===== src/rtl/hs32_pkg.sv =====
// Shared HS32 writeback definitions: register address width, data width, queue entry layout.
package hs32_pkg;
    localparam int REG_AW = 4;
    localparam int DW     = 32;

    typedef struct packed {
        logic [REG_AW-1:0] adr;
        logic [DW-1:0]     data;
    } wb_entry_t;
endpackage


===== src/rtl/hs32_wbq.sv =====
// In-order circular writeback queue: one push and one pop per edge, head visible combinationally.
// Caller guarantees no push when full and no pop when empty; entries are also exported oldest-first.
module hs32_wbq #(
    parameter int DEPTH = 4,
    parameter int AW    = hs32_pkg::REG_AW,
    parameter int DW    = hs32_pkg::DW
) (
    input  logic                         clk,
    input  logic                         rst_n,
    input  logic                         push,
    input  logic [AW-1:0]                push_adr,
    input  logic [DW-1:0]                push_data,
    input  logic                         pop,
    output logic [AW-1:0]                head_adr,
    output logic [DW-1:0]                head_data,
    output logic [$clog2(DEPTH):0]       count,
    output logic [DEPTH-1:0]             age_vld,
    output logic [DEPTH-1:0][AW-1:0]     age_adr,
    output logic [DEPTH-1:0][DW-1:0]     age_data
);
    localparam int PW = $clog2(DEPTH);
    localparam int CW = PW + 1;

    logic [PW-1:0]              head_q, head_d, tail_q, tail_d;
    logic [CW-1:0]              count_q, count_d;
    logic [DEPTH-1:0]           vld_q, vld_d;
    logic [DEPTH-1:0][AW-1:0]   adr_q, adr_d;
    logic [DEPTH-1:0][DW-1:0]   data_q, data_d;
    logic [PW-1:0]              idx;

    always_comb begin
        head_d  = head_q;
        tail_d  = tail_q;
        count_d = count_q;
        vld_d   = vld_q;
        adr_d   = adr_q;
        data_d  = data_q;
        if (push) begin
            adr_d[tail_q]  = push_adr;
            data_d[tail_q] = push_data;
            vld_d[tail_q]  = 1'b1;
            tail_d         = tail_q + PW'(1);
        end
        if (pop) begin
            vld_d[head_q] = 1'b0;
            head_d        = head_q + PW'(1);
        end
        case ({push, pop})
            2'b10:   count_d = count_q + CW'(1);
            2'b01:   count_d = count_q - CW'(1);
            default: count_d = count_q;
        endcase
    end

    always_ff @(posedge clk or negedge rst_n) begin
        if (!rst_n) begin
            head_q  <= '0;
            tail_q  <= '0;
            count_q <= '0;
            vld_q   <= '0;
        end else begin
            head_q  <= head_d;
            tail_q  <= tail_d;
            count_q <= count_d;
            vld_q   <= vld_d;
        end
    end

    // Payload needs no reset: vld_q gates every use of it.
    always_ff @(posedge clk) begin
        adr_q  <= adr_d;
        data_q <= data_d;
    end

    always_comb begin
        idx      = head_q;
        age_vld  = '0;
        age_adr  = '0;
        age_data = '0;
        for (int i = 0; i < DEPTH; i++) begin
            idx         = head_q + PW'(i);
            age_vld[i]  = vld_q[idx];
            age_adr[i]  = adr_q[idx];
            age_data[i] = data_q[idx];
        end
    end

    assign head_adr  = adr_q[head_q];
    assign head_data = data_q[head_q];
    assign count     = count_q;
endmodule


===== src/rtl/hs32_wb.sv =====
// HS32 writeback queue: mem-over-alu arbitration, drain into RF write port when decode is idle, 1-cycle min latency.
// Producers stall when full; hazards force a drain. HS32_WB_FWD_EN adds read forwarding in place of hazards.
module hs32_wb #(
    parameter int DEPTH = 4,
    parameter int AW    = hs32_pkg::REG_AW,
    parameter int DW    = hs32_pkg::DW
) (
    input  logic                   clk,
    input  logic                   reset,
    input  logic                   mem_valid,
    output logic                   mem_ready,
    input  logic [AW-1:0]          mem_adr,
    input  logic [DW-1:0]          mem_data,
    input  logic                   alu_valid,
    output logic                   alu_ready,
    input  logic [AW-1:0]          alu_adr,
    input  logic [DW-1:0]          alu_data,
    input  logic                   rd_req,
    input  logic [AW-1:0]          rd_adr1,
    input  logic [AW-1:0]          rd_adr2,
    output logic                   hazard,
    output logic                   rf_we,
    output logic [AW-1:0]          rf_wadr,
    output logic [DW-1:0]          rf_din,
    output logic [$clog2(DEPTH):0] count
`ifdef HS32_WB_FWD_EN
    ,
    output logic                   fwd1_valid,
    output logic [DW-1:0]          fwd1_data,
    output logic                   fwd2_valid,
    output logic [DW-1:0]          fwd2_data
`endif
);
    localparam int CW = $clog2(DEPTH) + 1;

    logic                     full, mem_acc, alu_acc, push, inc1, inc2;
    logic [AW-1:0]            in_adr;
    logic [DW-1:0]            in_data;
    logic [DEPTH-1:0]         age_vld, m1, m2;
    logic [DEPTH-1:0][AW-1:0] age_adr;
    logic [DEPTH-1:0][DW-1:0] age_data;

    assign full      = (count == CW'(DEPTH));
    assign mem_ready = !full;
    assign alu_ready = !full && !mem_valid;
    assign mem_acc   = mem_valid && mem_ready;
    assign alu_acc   = alu_valid && alu_ready;
    assign push      = mem_acc || alu_acc;
    assign in_adr    = mem_acc ? mem_adr  : alu_adr;
    assign in_data   = mem_acc ? mem_data : alu_data;
    assign inc1      = push && (in_adr == rd_adr1);
    assign inc2      = push && (in_adr == rd_adr2);

    always_comb begin
        m1 = '0;
        m2 = '0;
        for (int i = 0; i < DEPTH; i++) begin
            m1[i] = age_vld[i] && (age_adr[i] == rd_adr1);
            m2[i] = age_vld[i] && (age_adr[i] == rd_adr2);
        end
    end

`ifdef HS32_WB_FWD_EN
    assign hazard     = 1'b0;
    assign rf_we      = (count != '0) && !rd_req;
    assign fwd1_valid = (|m1) || inc1;
    assign fwd2_valid = (|m2) || inc2;

    // Ages run oldest to youngest, so the last hit wins; the incoming write is younger still.
    always_comb begin
        fwd1_data = '0;
        fwd2_data = '0;
        for (int i = 0; i < DEPTH; i++) begin
            if (m1[i]) fwd1_data = age_data[i];
            if (m2[i]) fwd2_data = age_data[i];
        end
        if (inc1) fwd1_data = in_data;
        if (inc2) fwd2_data = in_data;
    end
`else
    logic unused_age_data;

    assign unused_age_data = ^age_data;
    assign hazard = rd_req && ((|m1) || (|m2) || inc1 || inc2);
    assign rf_we  = (count != '0) && (!rd_req || hazard);
`endif

    hs32_wbq #(
        .DEPTH (DEPTH),
        .AW    (AW),
        .DW    (DW)
    ) u_wbq (
        .clk       (clk),
        .rst_n     (reset),
        .push      (push),
        .push_adr  (in_adr),
        .push_data (in_data),
        .pop       (rf_we),
        .head_adr  (rf_wadr),
        .head_data (rf_din),
        .count     (count),
        .age_vld   (age_vld),
        .age_adr   (age_adr),
        .age_data  (age_data)
    );
endmodule


===== config.mk =====
export PLATFORM = sky130hd
export DESIGN_NAME = hs32_wb
export DESIGN_NICKNAME = d
export VERILOG_FILES = /design/src/rtl/hs32_pkg.sv /design/src/rtl/hs32_wbq.sv /design/src/rtl/hs32_wb.sv
export SDC_FILE = /design/constraint.sdc
export NUM_CORES = 1
export LEC_CHECK = 0
export ABC_AREA = 1
export BUFFER_PORTS_ARGS = -buffer_cell sky130_fd_sc_hd__buf_2
export CAP_MARGIN = 25
export CELL_PAD_IN_SITES_DETAIL_PLACEMENT = 0
export CELL_PAD_IN_SITES_GLOBAL_PLACEMENT = 1
export CORE_MARGIN = 4
export CORE_UTILIZATION = 47
export CTS_CLUSTER_SIZE = 10
export DETAILED_ROUTE_END_ITERATION = 16
export PLACE_DENSITY_LB_ADDON = 0.08
export SLEW_MARGIN = 0
export SYNTH_ARGS = -nofsm -noshare
export SYNTH_HDL_FRONTEND = slang
export SYNTH_SLANG_ARGS = --single-unit

===== constraint.sdc =====
create_clock -name clk -period 9.8 [get_ports clk]
set_input_delay 0.49 -clock clk [delete_from_list [all_inputs] [get_ports clk]]
set_output_delay 0.49 -clock clk [all_outputs]
set_load 0.05 [all_outputs]

; ---- Word-level counts from Yosys, hierarchy flattened
; Cells that the tools add are included.
[totals]
reg_bits = 155
wordCells = 103
[classes]
order_cmp = 7
n_addsub = 6
reduce_logical = 29
eq_ne = 13
mux = 33
bitwise = 3
[ops]
columns = operator, count
row1 = $bwmux 128, 1
row2 = $mux 32, 3
row3 = $bmux 32 s2, 1
row4 = $demux 32 s2, 1
row5 = $eq 4x4->1, 10
row6 = $bmux 4 s2, 4
row7 = $mux 4, 8
row8 = $logic_and 1x1->1, 17
row9 = $bwmux 16, 1
row10 = $lt 2x3->1 const B, 5
row11 = $bmux 1 s2, 4
row12 = $demux 4 s2, 1
row13 = $reduce_or 4->1, 2
row14 = $mux 1, 6
row15 = $pmux 3 s2, 1
row16 = $logic_or 1x1->1, 5
row17 = $add 2x1->2 const B, 2
row18 = $add 2x2->2 const B, 2
row19 = $and 4x4->4, 1
row20 = $demux 1 s2, 2
row21 = $ge 2x1->1 const B, 2
row22 = $not 4->4, 1
row23 = $or 4x4->4, 1
row24 = $add 3x1->3 const B, 1
row25 = other kinds (7), 9

; ---- Longest topological paths before layout
; Gate-level depths: netlist of run 1.
[logic_depth]
ltp_word = 14
mapped_depth = 24
mapped_depth_nobuf = 20

; ---- Cells and area by module
; A second synthesis of run 1 with hierarchy kept.
[unflattened]
cells_unflattened = 1387
hier_area_um2 = 10453.8
[modules_own_cells]
columns = module, cells_per_inst, seq_area_each_um2, n_inst, area_per_inst_um2
row1 = hs32_wbq, 1202, 4599.4, 1, 9232.6
row2 = hs32_wb, 185, 0.0, 1, 1221.2

; ---- Worst setup path after synthesis of run 1
; OpenSTA, ideal clock, no wires.
[synth_timing]
path_type = register -> register
startpoint = register u_wbq.head_q[0]
endpoint = register u_wbq.count_q[2] (netlist: u_wbq.count[2])
period_less_slack_ns = 4.015
t_arrival_ns = 3.884
n_path_buf = 4
path_stages_with_launch = 24
setup_slack_ns = 5.785
path_cell_list = dfrtp_1 > inv_2 > buf_6 > clkbuf_1 > clkbuf_1 > ha_1 > inv_1 > buf_2 > nand3_1 > nand2_1 > nand2_1 > a21oi_1 > nand3_1 > nand2_1 > nor2_4 > nand4_4 > nand2_2 > inv_1 > ha_1 > inv_1 > fa_1 > a21oi_1 > o21ai_0 > xor2_1
[synth_via]
elab_chain_len = 14
elab_cells_between_ends = 47
cone_classes = add/sub: 3 / eq/ne: 10 / mux: 17 / reduce/logical: 17
[synth_rtl]
columns = element, line_no
row1 = start: declaration, hs32_wbq.sv:24  ; logic [PW-1:0] head_q, head_d, tail_q, tail_d;
row2 = start signal: assignment, hs32_wbq.sv:57  ; head_q <= '0;
row3 = start signal: assignment, hs32_wbq.sv:62  ; head_q <= head_d;
row4 = $add 2x2->2 *, hs32_wbq.sv:81  ; idx = head_q + PW'(i);
row5 = net u_wbq.idx[0], hs32_wbq.sv:29  ; logic [PW-1:0] idx;
row6 = $bmux 4 s2, hs32_wbq.sv:83  ; age_adr[i] = adr_q[idx];
row7 = $mux 4 (not written as such), hs32_wbq.sv:83
row8 = $eq 4x4->1 (on tied branches), "hs32_wb.sv:58, hs32_wb.sv:59"
row9 = $logic_and 1x1->1 (on tied branches), "hs32_wb.sv:58, hs32_wb.sv:59"
row10 = $reduce_or 4->1, hs32_wb.sv:84  ; assign hazard = rd_req && ((|m1) || (|m2) || inc1 || inc2);
row11 = $logic_or 1x1->1 * (3 in a row), hs32_wb.sv:84
row12 = $logic_and 1x1->1 *, hs32_wb.sv:84
row13 = $logic_or 1x1->1 *, hs32_wb.sv:85  ; assign rf_we = (count != '0) && (!rd_req || hazard);
row14 = $logic_and 1x1->1 *, hs32_wb.sv:85
row15 = net rf_we, hs32_wb.sv:22  ; output logic rf_we,
row16 = $eq 2x1->1 / $eq 2x2->1 (equally long branches), hs32_wbq.sv:48  ; case ({push, pop})
row17 = $pmux 3 s2 / $reduce_bool 2->1 (equally long branches), --
row18 = end signal: assignment, hs32_wbq.sv:64  ; count_q <= count_d;
row19 = end: declaration, hs32_wbq.sv:25  ; logic [CW-1:0] count_q, count_d;
; Mark *: on every way through the listed nets, which the timed path passes. The rest lies on a longest branch. The select of a mux whose other input is x is not followed.
; A chain may end at the register's enable or synchronous reset.

; ---- Final worst setup path of run 1
[layout_timing]
startpoint = register u_wbq.head_q[0]
endpoint = output port rf_we
[layout_via]
elab_chain_len = 12
elab_cells_between_ends = 43
cone_classes = add/sub: 3 / eq/ne: 8 / mux: 16 / reduce/logical: 16
[layout_rtl]
columns = element, line_no
row1 = $add 2x1->2 / $add 2x2->2 (equally long branches), hs32_wbq.sv:81
row2 = $bmux 4 s2, hs32_wbq.sv:83
row3 = $mux 4 (not written as such), hs32_wbq.sv:83
row4 = $eq 4x4->1 (on tied branches), "hs32_wb.sv:58, hs32_wb.sv:59"
row5 = $logic_and 1x1->1 (on tied branches), "hs32_wb.sv:58, hs32_wb.sv:59"
row6 = $reduce_or 4->1, hs32_wb.sv:84
row7 = $logic_or 1x1->1 * (3 in a row), hs32_wb.sv:84
row8 = $logic_and 1x1->1 *, hs32_wb.sv:84
row9 = $logic_or 1x1->1 *, hs32_wb.sv:85
row10 = $logic_and 1x1->1 *, hs32_wb.sv:85
row11 = end: declaration, hs32_wb.sv:22
; Mark *: on every way between the ends. The rest lies on a longest branch, timed or not. The select of a mux whose other input is x is not followed.

==> out/metrics.csv, run 1 <==
stage,metric,value,unit
status,status,"finished, final reports clean",
worst_setup_path,worstPathArrival,3.84,ns
run,cap_violations,0,
worst_setup_path,setup.worst_path.start_class,flop,
die,die_h,136,um
detailed_routing,vias,5901,
sta,rsz0062_at_grt,false,
global_route,grt_pass1_vias,5793,
die,die_w,136,um
placement,gp_congestion,0.882,
sta,setup_viol,0,
yosys,synth_edf_count,144,
global_route,overflow,0,
detailed_routing,wl_per_cell,17.3,um
sta,min_period,4.33,ns
die,start_util,48.0,%
yosys,ys_types,27,
yosys,synthesis.instances,762,
yosys,synth_area,0.00765,mm2
cts,cts.sinks,155,
detailed_routing,routed_via_density,5.31,
cts,cts_root_buffer,clkbuf_16,
sta,tns,0,ns
final_layout,area_growth,19.3,%
yosys,synth_ff_type,edfxtp_1,
final_layout,layout_common_cells,"167 x nand2_1, 144 x edfxtp_1, 127 x buf_2",
sta,post-route-period-util,44.2,%
global_route,track_usage,21.3,%
worst_setup_path,crit_required,9.31,ns
final_layout,fin_nets,978,
cts,cts_resized,0,
placement,place_ws,5.62,ns
global_route,grt_max_degree,89,
sta,worstMarginPinSlew,0.941,ns
cts,clk_latency,0.42,ns
cts,cts_tree,yes,
final_layout,layout_commonest_cell,nand2_1,
detailed_routing,finalWirelength,19.3,mm
final_layout,drive_gt1_share,25.4,%
worst_setup_path,end_kind,output port,
sta,skew,0.0113,ns
cts,htreeDepth,4,
worst_setup_path,worstSetupPathType,reg2out,
yosys,syn_nets,857,
die,placementRows,46,
global_route,grt_pass1_wl,30.1,mm
yosys,async_reset_ff_share,7.10,%
placement,portBuffers,127,
placement,hpwl,12.1,mm
die,dieArea,0.0184,mm2
detailed_routing,dr.first_iter.drc_count,425,
sta,worst_slack,5.47,ns
global_route,antenna_found_initial,0,
sta,slew_headroom,37.3,%
worst_setup_path,critPathMaxFanout,88,
die,pin_count,128,
cts,post_cts_buffers,0,
detailed_routing,drc_errors,0,
sta,finalHoldViolations,0,
detailed_routing,ant_nets,0,
min_path,hold_class,in2reg,
cts,cts_buffers,17,
yosys,yosys_warnings,0,
yosys,avgSynthCellArea,10.0,um2
sta,fmax,231,MHz
die,core,0.0159,mm2
yosys,ys_seq_area_share,60.1,%
detailed_routing,drt_pass1_iterations,5,
final_layout,diodes,0,
cts,clockBufferDepth,2,
yosys,yosys_register_bits,155,
cts,clkSlewWorstSetupHoldPaths,0.07,ns
sta,final-max-slew-violation-count,0,
-- metal layers --
metal / vias to the layer above / share of wire (%) / GRT usage, %
met5: - / 0 / 0
met4: 0 / 0.47 / 4.87
met3: 10 / 4.6 / 4.31
met2: 164 / 50 / 35.6
met1: 2829 / 45 / 28.8
li1: 2898 / - / -
-- cells in the mapped netlist, types with 2 or more instances --
master / count / share of area, %
xor2_1: 5 / 0.57
nand2_1: 168 / 8.2
o21ai_0: 73 / 4.8
a21oi_1: 4 / 0.26
o22ai_1: 32 / 2.6
mux2_2: 32 / 4.7
inv_2: 4 / 0.20
edfxtp_1: 144 / 57
nor2_4: 2 / 0.29
nand3b_1: 2 / 0.20
inv_1: 37 / 1.8
nor2_1: 103 / 5.1
buf_6: 2 / 0.29
ha_1: 9 / 1.5
clkbuf_1: 20 / 0.98
nand3_1: 82 / 5.4
nand2_2: 11 / 0.90
nand3_2: 2 / 0.26
buf_4: 4 / 0.39
buf_2: 9 / 0.59
dfrtp_1: 11 / 3.6
-- state kept, by name (all words and copies together), names as in the netlist --
signal        cells
u_wbq.adr_q      16
u_wbq.count       3
u_wbq.data_q    128
u_wbq.head_q      2
u_wbq.tail_q      2
u_wbq.vld_q       4
-- cell families after synthesis --
| family | share of synthesized area, % |
|---|---|
| compound gates | 7.72 |
| xor+xnor | 0.687 |
| fa+ha+maj | 1.73 |
| buf+inv | 4.32 |
| flops | 60.1 |
| mux | 4.71 |
| simple gates | 20.7 |
-- timing repair --
item,in CTS,in global routing
setup endpoints to repair,0,0
endpoints found under the hold margin,11,0
hold buffers,1,0
-- per-stage QoR --
| step | instance area (um2) | util (%) | instances | hold WS [ns] |
|---|---|---|---|---|
| 2_1_floorplan | 7650 | - | 762 | 0.194 |
| 3_3_place_gp | 8470 | 53.1 | 1077 | 0.376 |
| 3_5_place_dp | 8470 | 53.1 | 1077 | 0.389 |
| 4_1_cts | 9100 | 57.1 | 1110 | 0.387 |
| 5_1_grt | 9130 | 57.2 | 1112 | 0.396 |
| 6_report | 9130 | 57.2 | 1112 | 0.411 |
-- critical path, cell delays in order (launching register included) --
cell and delay [ns]:
dfrtp_2 0.35, buf_4 0.69, inv_2 0.07, ha_1 0.58, inv_1 0.29, nand3_1 0.18, nand2_1 0.10, o21ai_0 0.21
nor2_1 0.06, nand3_1 0.08, nand2_1 0.08, nor2_4 0.13, nand4_4 0.14, nand2_2 0.16, inv_1 0.07, buf_2 0.21
-- area by class of cell --
cell class,instances,area [um2]
clock inverter,15,189
multi-input combinational,530,2750
fill,1444,6820
clock buffer,17,425
inverter,41,154
timing repair buffer,138,733
tap,216,270
sequential,155,4600
-- final timing paths --
kind	cells after the start	slack (ns)	from	endpoint
max in group asynchronous	2	9.06	reset	u_wbq.head_q[0]
hold / removal	2	0.41	mem_data[18]	u_wbq.data_q[114]
min in group asynchronous	2	0.50	reset	u_wbq.count[0]
setup / recovery	15	5.47	u_wbq.head_q[0]	rf_we
setup reg to reg	21	5.61	u_wbq.head_q[0]	u_wbq.count[2]
hold reg to reg	1	0.53	u_wbq.count[0]	u_wbq.count[0]
Power of run 1 is not shown: default switching activity piles up to over one toggle a cycle in this logic, so the estimate is an artifact.
==> run 2, diff against run 1 <==
--- a/config.mk
+++ b/config.mk
@@ -5,13 +5,13 @@
 export SDC_FILE = /design/constraint.sdc
 export NUM_CORES = 1
 export LEC_CHECK = 0
-export ABC_AREA = 1
+export ABC_AREA = 0
 export BUFFER_PORTS_ARGS = -buffer_cell sky130_fd_sc_hd__buf_2
 export CAP_MARGIN = 25
 export CELL_PAD_IN_SITES_DETAIL_PLACEMENT = 0
 export CELL_PAD_IN_SITES_GLOBAL_PLACEMENT = 1
 export CORE_MARGIN = 4
-export CORE_UTILIZATION = 47
+export CORE_UTILIZATION = 43
 export CTS_CLUSTER_SIZE = 10
 export DETAILED_ROUTE_END_ITERATION = 16
 export PLACE_DENSITY_LB_ADDON = 0.08
==> constraint.sdc (replaced) <==
create_clock -name clk -period 3.69 [get_ports clk]
set_input_delay 0.1845 -clock clk [delete_from_list [all_inputs] [get_ports clk]]
set_output_delay 0.1845 -clock clk [all_outputs]
set_load 0.05 [all_outputs]
==> run 2 against run 1 <==
Die area up 4.2%. Worst hold slack lost 0.29 ns. Via count fell by 33%. Final cell count decreased by 33%. Clock skew is 0.0022 ns lower. Setup slack lost 5.2 ns. Global-route usage shrank 5.7 points. Flip-flop and latch count did not move. Critical path depth down 5. Clock-buffer cell count did not move. Core utilization decreased by 4.7 points. Critical path type unchanged. Critical endpoint unchanged. Largest cell class unchanged. Highest routed layer unchanged.
==> out/metrics.csv, run 2 <==
stage,metric,value,unit
yosys,synth_top_family_by_area,multiplexers,
worst_setup_path,critPathMaxFanout,11,
final_layout,largest_registers,"u_wbq.data_q: 128 flops, u_wbq.adr_q: 16 flops, u_wbq.vld_q: 4 flops",
sta,final-max-slew-violation-count,0,
cts,clkSlewWorstSetupHoldPaths,0.06,ns
yosys,synth_area_leaders,"edfxtp_1 59%, mux4_2 13%, xor2_1 5.0%, mux2_2 4.9%, mux4_1 4.0%",
yosys,async_reset_ff_share,7.10,%
cts,clk_latency,0.41,ns
yosys,syn_nets,476,
die,core,0.0166,mm2
cts,clockBufferDepth,2,
final_layout,area_growth,19.7,%
cts,htreeDepth,4,
final_layout,layout_commonest_cell,edfxtp_1,
sta,min_period,3.43,ns
placement,place_ws,0.240,ns
detailed_routing,ant_nets,0,
run,cap_violations,0,
detailed_routing,dr.first_iter.drc_count,139,
final_layout,layout_common_cells,"144 x edfxtp_1, 127 x buf_2, 44 x mux4_2",
placement,portBuffers,127,
detailed_routing,finalWirelength,14.5,mm
worst_setup_path,rrSetupSlack,0.26,ns
yosys,yosysMostFrequentCell,edfxtp_1,
min_path,hold_class,in2reg,
yosys,yosys_register_bits,155,
sta,skew,0.00908,ns
min_path,hold_start,mem_data[21],
yosys,yosys_warnings,0,
global_route,track_usage,15.6,%
yosys,avgSynthCellArea,19.2,um2
detailed_routing,drt_pass1_iterations,5,
die,die_w,138,um
sta,slew_headroom,43.4,%
worst_setup_path,crit_chain,"inv_8, ha_4, mux4_1, xor2_1, nor4_1, o21ai_1, and4_4, a31oi_4, buf_4, buf_2",
yosys,ys_types,35,
worst_setup_path,crit_buf_inv,3,
min_path,hold_path_end,u_wbq.data_q[117],
sta,worst_slack,0.257,ns
detailed_routing,routed_via_density,5.29,
worst_setup_path,worstSetupPathType,reg2out,
final_layout,diodes,0,
worst_setup_path,worstRegToRegCells,14,
die,pin_count,128,
yosys,synth_ff_type,edfxtp_1,
detailed_routing,wl_per_cell,19.4,um
worst_setup_path,crit_required,3.51,ns
die,start_util,43.9,%
die,dieArea,0.0192,mm2
yosys,yosys.area.top_type,edfxtp_1,
worst_setup_path,worstPathArrival,3.25,ns
yosys,synth_compound_area_share,1.69,%
worst_setup_path,r2r-end,u_wbq.count[2],
cts,cts_tree,yes,
final_layout,fin_nets,607,
global_route,grt_pass1_vias,4178,
placement,gp_congestion,0.797,
yosys,synthMuxAreaShare,21.9,%
die,die_h,138,um
cts,cts_root_buffer,clkbuf_16,
yosys,synth_area,0.00731,mm2
yosys,synth_edf_count,144,
sta,worstMarginPinSlew,0.847,ns
sta,post-route-period-util,93.0,%
worst_setup_path,critPathMaxStageDelay,0.63,ns
yosys,yosys.area_share.adder,1.81,%
worst_setup_path,slowest_stage,mux4_1,
die,placementRows,47,
sta,finalHoldViolations,0,
sta,fmax,291,MHz
global_route,grt_max_degree,46,
yosys,synth_xor_xnor_area_share,5.39,%
detailed_routing,drc_errors,0,
worst_setup_path,cp_top_family,multiplexers,
cts,cts.sinks,155,
yosys,ys_seq_area_share,62.9,%
sta,rsz0062_at_grt,false,
global_route,overflow,0,
yosys,synthesis.instances,381,
yosys,synth_top_area_share,59.1,%
global_route,antenna_found_initial,0,
final_layout,drive_gt1_share,49.7,%
status,status,"finished, final reports clean",
final_layout,largest_reg_flops,128,
sta,setup_viol,0,
yosys,synth_common_cells,"144 x edfxtp_1, 42 x xor2_1, 41 x mux4_2",
detailed_routing,vias,3943,
final_layout,largest_register,u_wbq.data_q,
min_path,min_path_cells,2,
placement,hpwl,9.50,mm
global_route,grt_pass1_wl,23.0,mm
worst_setup_path,end_kind,output port,
yosys,synth_simple_gate_area_share,3.32,%
sta,whs,0.121,ns
worst_setup_path,reg2reg_from,u_wbq.head_q[0],
cts,cts_buffers,17,
worst_setup_path,setup.worst_path.start_class,flop,
## run 2: cell types whose count changed after synthesis, moves of 28 or more
| cell | change |
|---|---|
| xor2_1 | +37 |
| mux4_2 | +41 |
| nand3_1 | -82 |
| o22ai_1 | -32 |
| inv_1 | -28 |
| nand2_1 | -162 |
| o21ai_0 | -70 |
| nor2_1 | -99 |
## run 2: timing repair
item,4_1_cts,5_1_grt
hold buffers,1,0
hold endpoints to repair,11,0
setup endpoints to repair,0,0
resized for setup,0,0
setup buffers,0,0
## run 2: per-stage QoR
stage                     cell area, um2  TNS, ns  util (%)  std cells
after floorplan                     7350   -0.971         -        381
after global placement              8140        0      48.9        712
after detailed placement            8140        0      48.9        712
after CTS                           8750        0      52.6        745
after global routing                8750        0      52.6        745
final                               8750        0      52.6        745
## run 2: kinds of logic (layout without fill, tap and decap cells)
logic type      count (synthesis)  count (layout)
simple gates                   35              35
flops                         155             155
buf+inv                        34             178
xor+xnor                       45              45
fa+ha+maj                      10              10
mux                            86              86
compound gates                 16              16
## run 2: area by class of cell
class	instances	area, um2
clock buffer	17	425
clock inverter	15	174
timing repair buffer	137	726
inverter	9	41.3
sequential	155	4600
multi-input combinational	192	2500
tap	220	275
fill	1355	7890
## run 2: worst register-to-register path: stages, from the launching register on
cell	delay (ns)
dfrtp_4	0.47
inv_8	0.05
ha_4	0.35
mux4_1	0.63
xor2_1	0.17
nor4_1	0.29
o21ai_1	0.11
and4_4	0.16
a31oi_4	0.14
ha_2	0.22
inv_2	0.04
fa_2	0.33
xor2_1	0.14
nor2_1	0.12
xor2_1	0.14
## run 2: metal layers
layer / up-vias / GRT usage [%] / part of all wire, % / routed length (um)
met3: 10 / 5.11 / 4.7 / 685
met4: 0 / 3.74 / 0.77 / 111
met2: 106 / 26.1 / 51 / 7350
met5: - / 0 / 0 / 0
met1: 2033 / 19.8 / 44 / 6340
li1: 1794 / - / - / -
## run 2: worst max path at each step
| stage | startpoint | endpoint | cells after the start |
|---|---|---|---|
| global route | u_wbq.head_q[0] | rf_we | 9 |
| global placement | u_wbq.head_q[0] | u_wbq.count[2] | 13 |
| finish | u_wbq.head_q[0] | rf_we | 10 |
| floorplan | u_wbq.head_q[0] | u_wbq.count[2] | 19 |
| CTS | u_wbq.head_q[0] | rf_we | 9 |
| detailed placement | u_wbq.head_q[0] | u_wbq.count[2] | 13 |
Power of run 2 is left out for the same reason.
==> run 3, diff against run 2 <==
--- a/config.mk
+++ b/config.mk
@@ -10,7 +10,6 @@
 export CAP_MARGIN = 25
 export CELL_PAD_IN_SITES_DETAIL_PLACEMENT = 0
 export CELL_PAD_IN_SITES_GLOBAL_PLACEMENT = 1
-export CORE_MARGIN = 4
 export CORE_UTILIZATION = 43
 export CTS_CLUSTER_SIZE = 10
 export DETAILED_ROUTE_END_ITERATION = 16
==> run 3 against run 2 <==
Flip-flop and latch count is the same. Clock-buffer cell count grew 1. Clock skew is essentially flat. Global-route usage grew 2.2 points. Core utilization grew 0.43 points. Die area shrank 8.5%. Final cell count grew 0.13%. First-iteration DRC count grew 16%. Design area grew 0.46%.
==> out/metrics.csv, run 3 (synthesized netlist as in run 2, its figures left out) <==
stage,metric,value,unit
die,core,0.0166,mm2
global_route,overflow,0,
worst_setup_path,setup.worst_path.start_class,flop,
die,placementRows,47,
final_layout,layout_commonest_cell,edfxtp_1,
min_path,hold_class,in2reg,
die,start_util,44.1,%
worst_setup_path,rrSetupSlack,0.19,ns
die,pin_count,128,
cts,cts_buffers,17,
final_layout,drive_gt1_share,49.4,%
sta,finalHoldViolations,0,
cts,clkSlewWorstSetupHoldPaths,0.06,ns
cts,htreeDepth,4,
placement,portBuffers,127,
sta,final-max-slew-violation-count,0,
die,dieArea,0.0175,mm2
final_layout,largest_reg_flops,128,
sta,slew_headroom,46.1,%
worst_setup_path,worstPathArrival,3.83,ns
final_layout,diodes,0,
min_path,min_path_cells,2,
final_layout,area_growth,20.2,%
die,die_w,132,um
detailed_routing,ant_nets,0,
global_route,antenna_found_initial,0,
worst_setup_path,crit_required,4.02,ns
worst_setup_path,reg2reg_from,u_wbq.head_q[0],
final_layout,postLayoutCoreUtil,53.0,%
worst_setup_path,slowest_stage,mux4_1,
cts,cts_tree,yes,
detailed_routing,drt_pass1_iterations,4,
worst_setup_path,worstRegToRegCells,14,
worst_setup_path,cpMostUsedCell,xor2_1,
sta,worst_slack,0.189,ns
worst_setup_path,crit_end,u_wbq.count[2],
final_layout,fin_nets,609,
global_route,track_usage,17.8,%
global_route,grt_max_degree,46,
final_layout,largest_registers,"u_wbq.data_q: 128 flops, u_wbq.adr_q: 16 flops, u_wbq.vld_q: 4 flops",
worst_setup_path,worstSetupPathType,reg2reg,
detailed_routing,drc_errors,0,
final_layout,layout_common_cells,"144 x edfxtp_1, 126 x buf_2, 44 x mux4_2",
worst_setup_path,critPathMaxFanout,11,
placement,gp_congestion,0.784,
sta,setup_viol,0,
final_layout,largest_register,u_wbq.data_q,
placement,hpwl,9.53,mm
detailed_routing,vias,3931,
sta,post-route-period-util,94.9,%
cts,cts_root_buffer,clkbuf_16,
sta,fmax,286,MHz
status,status,"finished, final reports clean",
worst_setup_path,crit_chain,"inv_8, ha_4, mux4_1, xor2_1, nor4_1, o21ai_1, and4_4, a31oi_4, ha_2, inv_2, fa_2, xor2_1, nor2_1, xor2_1",
sta,skew,0.00888,ns
sta,rsz0062_at_grt,false,
cts,clk_latency,0.41,ns
global_route,grt_pass1_vias,4320,
cts,clockBufferDepth,2,
placement,placed_cell_area,0.00819,mm2
final_layout,final_area,0.00879,mm2
detailed_routing,routed_via_density,5.27,
worst_setup_path,crit_start,u_wbq.head_q[0],
detailed_routing,wl_per_cell,19.0,um
worst_setup_path,critPathMaxStageDelay,0.64,ns
sta,worstMarginPinSlew,0.806,ns
worst_setup_path,r2r-end,u_wbq.count[2],
sta,whs,0.125,ns
cts,post_cts_buffers,0,
detailed_routing,dr.first_iter.drc_count,161,
global_route,grt_pass1_wl,23.2,mm
cts,cts.sinks,155,
worst_setup_path,end_kind,flop,
detailed_routing,finalWirelength,14.2,mm
run,cap_violations,0,
placement,place_ws,0.212,ns
die,die_h,132,um
sta,min_period,3.50,ns
-- run 3: changes by cell type in the layout (fill, tap and decap cells not counted), sizes merged --
cell and change:
clkinvlp -1, buf +1, clkinv -1, clkbuf +2
-- run 3: worst max-delay path, delay by kind of cell, from the launching register on --
kind	cells	cell delay, ns
adders and majority gates	3	0.90
DFF	1	0.47
xor gates and xnor gates	3	0.46
AOI/OAI and AO/OA	2	0.27
buffers and inverters	2	0.09
and+or+nand+nor	3	0.57
muxes	1	0.64
-- run 3: cell type report --
class	count	area, um2
timing repair buffer	139	781
clock inverter	13	149
tap	220	275
clock buffer	18	429
inverter	9	41.3
fill	1396	7790
multi-input combinational	192	2510
sequential	155	4600
-- run 3: layer usage --
| layer | track usage, % | part of all wire (%) |
|---|---|---|
| met1 | 22.7 | 44 |
| met2 | 30.0 | 52 |
| met3 | 4.65 | 3.8 |
| met5 | 0 | 0 |
| met4 | 5.30 | 0.88 |
-- run 3: worst min-delay path by stage --
| stage | start | end |
|---|---|---|
| after global placement | reset | u_wbq.count[0] |
| final | mem_data[20] | u_wbq.data_q[116] |
| after detailed placement | reset | u_wbq.count[0] |
| after floorplan | reset | u_wbq.count[0] |
| after CTS | alu_data[4] | u_wbq.data_q[100] |
| after global routing | mem_data[20] | u_wbq.data_q[116] |
-- run 3: what timing repair did --
item | CTS | global route
endpoints found under the hold margin | 11 | 0
gates resized for setup | 0 | 2
setup endpoints to repair | 0 | 2
hold buffers | 1 | 0
-- run 3: through the flow --
| step | TNS [ns] | std cells |
|---|---|---|
| 2_1_floorplan | -0.971 | 381 |
| 3_3_place_gp | 0 | 714 |
| 3_5_place_dp | 0 | 714 |
| 4_1_cts | 0 | 746 |
| 5_1_grt | 0 | 746 |
| 6_report | 0 | 746 |
Power of run 3 is left out for the same reason.
